--- config.mk ---
export PLATFORM = sky130hd
export DESIGN_NAME = pram_ctrl
export DESIGN_NICKNAME = d
export VERILOG_FILES = /design/src/rtl/pram_ctrl.sv
export SDC_FILE = /design/constraint.sdc
export NUM_CORES = 1
export LEC_CHECK = 0
export ABC_AREA = 1
export BUFFER_PORTS_ARGS = -buffer_cell sky130_fd_sc_hd__buf_2
export CAP_MARGIN = 20
export CORE_ASPECT_RATIO = 2
export CORE_MARGIN = 10
export CORE_UTILIZATION = 53
export DETAILED_ROUTE_END_ITERATION = 10
export PLACE_DENSITY = 0.84
export SLEW_MARGIN = 5
export SYNTH_ARGS = -nofsm -noshare
export SYNTH_HDL_FRONTEND = slang
export SYNTH_SLANG_ARGS = --single-unit
--- constraint.sdc ---
create_clock -name clock -period 4.75 [get_ports clock]
set_clock_uncertainty 0.1 [all_clocks]
set_input_delay 0.7125 -clock clock [delete_from_list [all_inputs] [get_ports clock]]
set_output_delay 0.7125 -clock clock [all_outputs]
set_load 0.02 [all_outputs]
--- src/rtl/pram_ctrl.sv ---
// Request-side controller for a single-port, 1-cycle-latency block RAM.
// One request in flight; byte-masked writes are done by read-modify-write.
module pram_ctrl #(
    parameter int DATA_WIDTH = 64,
    parameter int DEPTH      = 1024,
    parameter int ADDR_WIDTH = $clog2(DEPTH),
    parameter int MASK_WIDTH = DATA_WIDTH / 8
) (
    input  logic                  clock,
    input  logic                  reset,
    input  logic                  req_valid,
    output logic                  req_ready,
    input  logic                  req_wen,
    input  logic [ADDR_WIDTH-1:0] req_addr,
    input  logic [DATA_WIDTH-1:0] req_wdata,
    input  logic [MASK_WIDTH-1:0] req_wmask,
    output logic                  resp_valid,
    input  logic                  resp_ready,
    output logic [DATA_WIDTH-1:0] resp_rdata,
    output logic                  resp_err,
    output logic                  ram_en,
    output logic                  ram_we,
    output logic [ADDR_WIDTH-1:0] ram_addr,
    output logic [DATA_WIDTH-1:0] ram_din,
    input  logic [DATA_WIDTH-1:0] ram_dout
);

    typedef enum logic [1:0] {IDLE, RD, WR, RESP} state_t;

    localparam logic [ADDR_WIDTH:0] DEPTH_X = (ADDR_WIDTH + 1)'(DEPTH);

    state_t                state_q, state_d;
    logic [ADDR_WIDTH-1:0] addr_q, addr_d;
    logic [DATA_WIDTH-1:0] wdata_q, wdata_d;
    logic [MASK_WIDTH-1:0] wmask_q, wmask_d;
    logic                  wen_q, wen_d;
    logic                  resp_valid_q, resp_valid_d;
    logic                  resp_err_q, resp_err_d;
    logic [DATA_WIDTH-1:0] resp_rdata_q, resp_rdata_d;

    logic                  addr_oob;
    logic                  mask_full;
    logic                  mask_zero;
    logic [DATA_WIDTH-1:0] merged;

    assign addr_oob  = ({1'b0, req_addr} >= DEPTH_X);
    assign mask_full = &req_wmask;
    assign mask_zero = ~|req_wmask;

    always_comb begin
        merged = ram_dout;
        for (int i = 0; i < MASK_WIDTH; i++) begin
            if (wmask_q[i]) merged[8*i +: 8] = wdata_q[8*i +: 8];
        end
    end

    always_comb begin
        state_d      = state_q;
        addr_d       = addr_q;
        wdata_d      = wdata_q;
        wmask_d      = wmask_q;
        wen_d        = wen_q;
        resp_valid_d = resp_valid_q;
        resp_err_d   = resp_err_q;
        resp_rdata_d = resp_rdata_q;
        req_ready    = 1'b0;
        ram_en       = 1'b0;
        ram_we       = 1'b0;
        ram_addr     = addr_q;
        ram_din      = wdata_q;

        case (state_q)
            IDLE: begin
                req_ready = 1'b1;
                ram_addr  = req_addr;
                ram_din   = req_wdata;
                if (req_valid) begin
                    addr_d  = req_addr;
                    wdata_d = req_wdata;
                    wmask_d = req_wmask;
                    wen_d   = req_wen;
                    if (addr_oob) begin
                        resp_valid_d = 1'b1;
                        resp_err_d   = 1'b1;
                        resp_rdata_d = '0;
                        state_d      = RESP;
                    end else if (!req_wen || !(mask_full || mask_zero)) begin
                        // reads and partial writes both start with a RAM read
                        ram_en  = 1'b1;
                        state_d = RD;
                    end else begin
                        ram_en       = mask_full;
                        ram_we       = mask_full;
                        resp_valid_d = 1'b1;
                        resp_err_d   = 1'b0;
                        resp_rdata_d = '0;
                        state_d      = RESP;
                    end
                end
            end
            RD: begin
                if (wen_q) begin
                    wdata_d = merged;
                    state_d = WR;
                end else begin
                    resp_valid_d = 1'b1;
                    resp_err_d   = 1'b0;
                    resp_rdata_d = ram_dout;
                    state_d      = RESP;
                end
            end
            WR: begin
                ram_en       = 1'b1;
                ram_we       = 1'b1;
                resp_valid_d = 1'b1;
                resp_err_d   = 1'b0;
                resp_rdata_d = '0;
                state_d      = RESP;
            end
            RESP: begin
                if (resp_ready) begin
                    resp_valid_d = 1'b0;
                    state_d      = IDLE;
                end
            end
            default: state_d = IDLE;
        endcase
    end

    always_ff @(posedge clock) begin
        if (reset) begin
            state_q      <= IDLE;
            addr_q       <= '0;
            wdata_q      <= '0;
            wmask_q      <= '0;
            wen_q        <= 1'b0;
            resp_valid_q <= 1'b0;
            resp_err_q   <= 1'b0;
            resp_rdata_q <= '0;
        end else begin
            state_q      <= state_d;
            addr_q       <= addr_d;
            wdata_q      <= wdata_d;
            wmask_q      <= wmask_d;
            wen_q        <= wen_d;
            resp_valid_q <= resp_valid_d;
            resp_err_q   <= resp_err_d;
            resp_rdata_q <= resp_rdata_d;
        end
    end

    assign resp_valid = resp_valid_q;
    assign resp_err   = resp_err_q;
    assign resp_rdata = resp_rdata_q;

endmodule

==> metrics, run 1 <==
clk sinks 150; f_max 296.3 MHz; Max VDD drop 511.6 µV; Post-layout nets 1586; Synth area leader dfxtp_1; Layout Utilization 0.6786; IO buf count 292; vias 8363; initial antenna violation count 2; fillers 1316; Distinct cells, synth 28; startpoint types flip-flop; first-pass GRT wire length 40.11 mm; Core Area 14270 µm²; Yosys reg bits 150; largest net degree at the start of global routing 117; sequential area share after synthesis 0.3927; status completed; Arr. time, crit path 2.56 ns; CP Capture Type primary output; max cap viols 0; deepest clock path buffer count 2; RSZ-0062 raised after global routing no; Post-DP Area 9070 µm²; CP required 3.94 ns; Die Y 189.9 µm; Congestion Overflow GR 0; reg2reg path depth 9; Placer Congestion 0.8809; vias in the first global route 8155; Rows 62; YS warnings 0; Slew Limit Headroom 0.3119; cell area power density 779.1 nW/µm²; Yosys top cell area share 0.3927; EDFF count, synth 0; main area contributors after synthesis dfxtp_1, o21ai_0, nand2_1, nor2_1, inv_1; Post-CTS Setup Bufs 0; Via density 5.112; Syn Inst Count 1187; WHS Path Cells 2; CTS Hold Bufs 0; TritonRoute pass-1 iters 6; Avg Inst Size Synth 6.443 µm²; setup TNS 0 ns; CP Max Fanout 52; Routed wire per std cell 15.65 µm; final hold vios 0; min cycle time layout 3.375 ns; Die Footprint 19930 µm²; DP Wirelength 18.82 mm; DRT Wirelength 25.61 mm; I/O Pins 294; DRT iter0 DRCs 464; gr usage total 0.2451; part of the cycle the worst path needs 0.7106; clk_lat worst skew 0.42 ns; Mapped Nets 1342; Post-CTS Resized 0; max-slew violation count 0; Clock Pin Slew Worst Setup and Hold Paths 0.06 ns; final setup violation count 0; ys async rst share 0; commonest non-fill, non-tap cell in the layout buf_2; Cell Area, Synth 7647 µm²; Area growth, synth to finish 26.67%; Least-Margin Pin Slew 1.032 ns; most frequent cells in the layout buf_2, nand2_1, nor2_1; proportion of layout cells with a drive suffix above 1 0.2601; clk root buf clkbuf_16; Main synth FF type dfxtp_1; CTS tree done; post-route ant nets 0; final instance area 9687 µm²; H-tree depth 4; Die Width 104.9 µm; worst min path class reg2reg; LEAKAGE 0.005053 µW; DRC errors left 0; CTS Buf Count 17; critical path class reg2out; initial core utilization 0.5358
-- worst max-delay path, stage by stage (launching register included) --
cell and delay (ns):
dfxtp_1 0.33, inv_1 0.14, ha_1 0.22, clkinv_2 0.43, buf_4 0.47, o21ai_0 0.30
buf_2 0.22
-- layout make-up --
| type | instances | area (µm²) | share of cell area |
|---|---|---|---|
| well taps | 192 | 240.2 | 0.02480 |
| repair buffers | 300 | 1521 | 0.1571 |
| clock buffers | 21 | 460.4 | 0.04753 |
| multi-input cells | 822 | 3764 | 0.3885 |
| inverters | 140 | 541.8 | 0.05593 |
| clock inverters | 9 | 151.4 | 0.01563 |
| diodes | 2 | 5.005 | 0.0005167 |
| flip-flops and latches | 150 | 3003 | 0.3100 |
-- worst paths after layout --
check / slack [ns] / start / endpoint
setup / recovery: 1.37 / state_q[1] / ram_din[30]
setup reg to reg: 1.78 / state_q[0] / resp_rdata[3]
hold reg to reg: 0.35 / addr_q[0] / addr_q[0]
hold / removal: 0.35 / addr_q[0] / addr_q[0]
-- logic make-up after synthesis --
kind of cell	count (synthesis)	share of synthesized area
buffers and inverters	215	0.1178
AOI/OAI and AO/OA	298	0.2111
and+or+nand+nor	519	0.2714
other	1	0.0004904
DFF	150	0.3927
adders and majority gates	4	0.006545
-- power breakdown --
group          switching [µW]  total (µW)  leakage, µW  internal (µW)
combinational            2960        4170      0.00352           1210
clock                     514        1410     0.000299            899
sequential                243        1960      0.00123           1720
-- state kept, by name (all words and copies together), names as in the netlist --
register    flops
wdata_q        64
resp_rdata     64
wmask_q         8
wen_q           1
addr_q         10
resp_valid      1
state_q         2
-- metal layers --
metal | vias to the layer above | track usage | wire (µm)
li1 | 4212 | - | -
met1 | 3745 | 0.2519 | 9668
met2 | 322 | 0.4376 | 12900
met3 | 84 | 0.05524 | 1504
met4 | 0 | 0.1539 | 1530
met5 | - | 0 | 0
-- cells in the mapped netlist, types with 2 or more instances --
| master | instances |
|---|---|
| nand2_1 | 245 |
| nor2_1 | 213 |
| o21ai_0 | 208 |
| dfxtp_1 | 150 |
| inv_1 | 129 |
| a21oi_1 | 57 |
| nand3_1 | 46 |
| clkbuf_1 | 36 |
| buf_2 | 26 |
| o21ai_1 | 14 |
| a21oi_2 | 9 |
| inv_2 | 8 |
| nor2_2 | 8 |
| a21oi_4 | 7 |
| buf_1 | 5 |
| buf_6 | 5 |
| ha_1 | 4 |
| buf_4 | 3 |
| inv_4 | 2 |
| nand2_4 | 2 |
| o21ai_2 | 2 |
| or2_4 | 2 |
-- per-stage QoR --
stage	cells	setup slack (ns)	hold slack [ns]	total power, µW
3_3_place_gp	1604	1.912	0.3380	6060
2_1_floorplan	1187	2.083	0.3244	4936
6_report	1636	1.375	0.3477	7547
5_1_grt	1636	1.201	0.3697	8114
4_1_cts	1634	1.391	0.3512	7579
3_5_place_dp	1604	1.771	0.3414	6144
Note: power is estimated with default switching activity, not from simulation.
==> run 2, diff against run 1 <==
--- a/config.mk
+++ b/config.mk
@@ -10,9 +10,9 @@
 export CAP_MARGIN = 20
 export CORE_ASPECT_RATIO = 2
 export CORE_MARGIN = 10
-export CORE_UTILIZATION = 53
+export CORE_UTILIZATION = 50
 export DETAILED_ROUTE_END_ITERATION = 10
-export PLACE_DENSITY = 0.84
+export PLACE_DENSITY = 0.79
 export SLEW_MARGIN = 5
 export SYNTH_ARGS = -nofsm -noshare
 export SYNTH_HDL_FRONTEND = slang
==> constraint.sdc (replaced) <==
create_clock -name clock -period 3.3 [get_ports clock]
set_clock_uncertainty 0.1 [all_clocks]
set_input_delay 0.495 -clock clock [delete_from_list [all_inputs] [get_ports clock]]
set_output_delay 0.495 -clock clock [all_outputs]
set_load 0.02 [all_outputs]
==> run 2 against run 1 <==
Compared with the run above: worst setup slack worse by 0.95 ns; register-to-register slack worse by 1.1 ns; sequential share of layout area down 0.34 points; final cell count up 0.61%; clock power up 50%; combinational power up 47%.
==> metrics, run 2 (synthesized netlist as in run 1, its figures left out) <==
max cap viols 0; Post-CTS Setup Bufs 0; DRC errors left 0; max-slew violation count 0; cell area power density 1127 nW/µm²; post-route ant nets 0; H-tree depth 4; Area growth, synth to finish 28.06%; Placer Congestion 0.8826; DRT iter0 DRCs 370; largest net degree at the start of global routing 90; LEAKAGE 0.005102 µW; f_max 348.2 MHz; Max VDD drop 656.8 µV; final std cells w/o fill 1646; worst min path class in2reg; Post-CTS Resized 0; CTS tree done; CP required 2.70 ns; Slew Limit Headroom 0.4574; fillers 1403; final setup violation count 0; setup TNS 0 ns; deepest clock path buffer count 2; min cycle time layout 2.872 ns; status completed; Die Footprint 20940 µm²; clk sinks 150; gr usage total 0.2433; vias in the first global route 8205; initial antenna violation count 4; TritonRoute pass-1 iters 6; part of the cycle the worst path needs 0.8703; initial core utilization 0.5133; startpoint types flip-flop; FF+latch area 3003 µm²; Die Y 194.9 µm; RSZ-0062 raised after global routing no; first-pass GRT wire length 41.47 mm; final hold vios 0; dpl cells 1612; clk root buf clkbuf_16; CTS Hold Bufs 0; Congestion Overflow GR 0; critical path class reg2out; proportion of layout cells with a drive suffix above 1 0.2633; Via density 5.139; Core Area 14900 µm²; Rows 63; Die Width 107.5 µm; DRT Wirelength 26.62 mm; Post-layout nets 1591; Multi-input gate area 3764 µm²; Least-Margin Pin Slew 0.8139 ns; clk_lat worst skew 0.41 ns; I/O Pins 294; commonest non-fill, non-tap cell in the layout buf_2; vias 8459; CP Capture Type primary output; Clock Pin Slew Worst Setup and Hold Paths 0.06 ns; Routed wire per std cell 16.17 µm; CP Max Fanout 28; CTS Buf Count 17; IO buf count 292; Arr. time, crit path 2.28 ns; DP Wirelength 19.62 mm; most frequent cells in the layout buf_2, nand2_1, nor2_1
[run 2: critical path: stages, from the launching register on]
cell and delay (ns):
dfxtp_1 0.34, inv_1 0.16, ha_1 0.22, clkinv_2 0.30, buf_4 0.32, o21ai_0 0.29, buf_2 0.23
[run 2: worst paths after layout]
kind,startpoint,end,slack (ns),depth (start not counted)
worst max-delay path,state_q[1],ram_din[55],0.43,6
worst min-delay path,reset,state_q[0],0.22,2
worst max register to register,state_q[1],resp_rdata[6],0.70,10
worst min register to register,addr_q[1],addr_q[1],0.34,2
[run 2: where the power goes]
group | total [µW] | switching [µW] | internal, µW
Sequential | 2810 | 336 | 2470
Combinational | 6110 | 4300 | 1810
Clock | 2110 | 741 | 1370
[run 2: cell type report]
class	instances	share of cell area
antenna	4	0.001022
clock buffer	20	0.04663
clock inverter	10	0.01814
inverter	140	0.05532
multi-input combinational	822	0.3843
sequential	150	0.3066
tap	195	0.02491
timing repair buffer	305	0.1630
[run 2: metrics by stage]
stage / hold slack, ns / utilization / total power (µW) / instance area (µm²) / setup WS [ns]
finish: 0.2213 / 0.6573 / 11030 / 9793 / 0.4278
CTS: 0.2061 / 0.6567 / 11080 / 9783 / 0.4545
floorplan: 0.3244 / - / 7104 / 7647 / 0.8508
global route: 0.2383 / 0.6573 / 11860 / 9793 / 0.2847
global placement: 0.3340 / 0.6141 / 8825 / 9149 / 0.8327
detailed placement: 0.3440 / 0.6141 / 8932 / 9149 / 0.7222
[run 2: metal layers]
| layer | track usage | vias up | part of all wire |
|---|---|---|---|
| met3 | 0.05666 | 69 | 0.066 |
| met4 | 0.1275 | 0 | 0.043 |
| met1 | 0.2546 | 3825 | 0.37 |
| met5 | 0 | - | 0 |
| li1 | - | 4234 | - |
| met2 | 0.4327 | 331 | 0.52 |
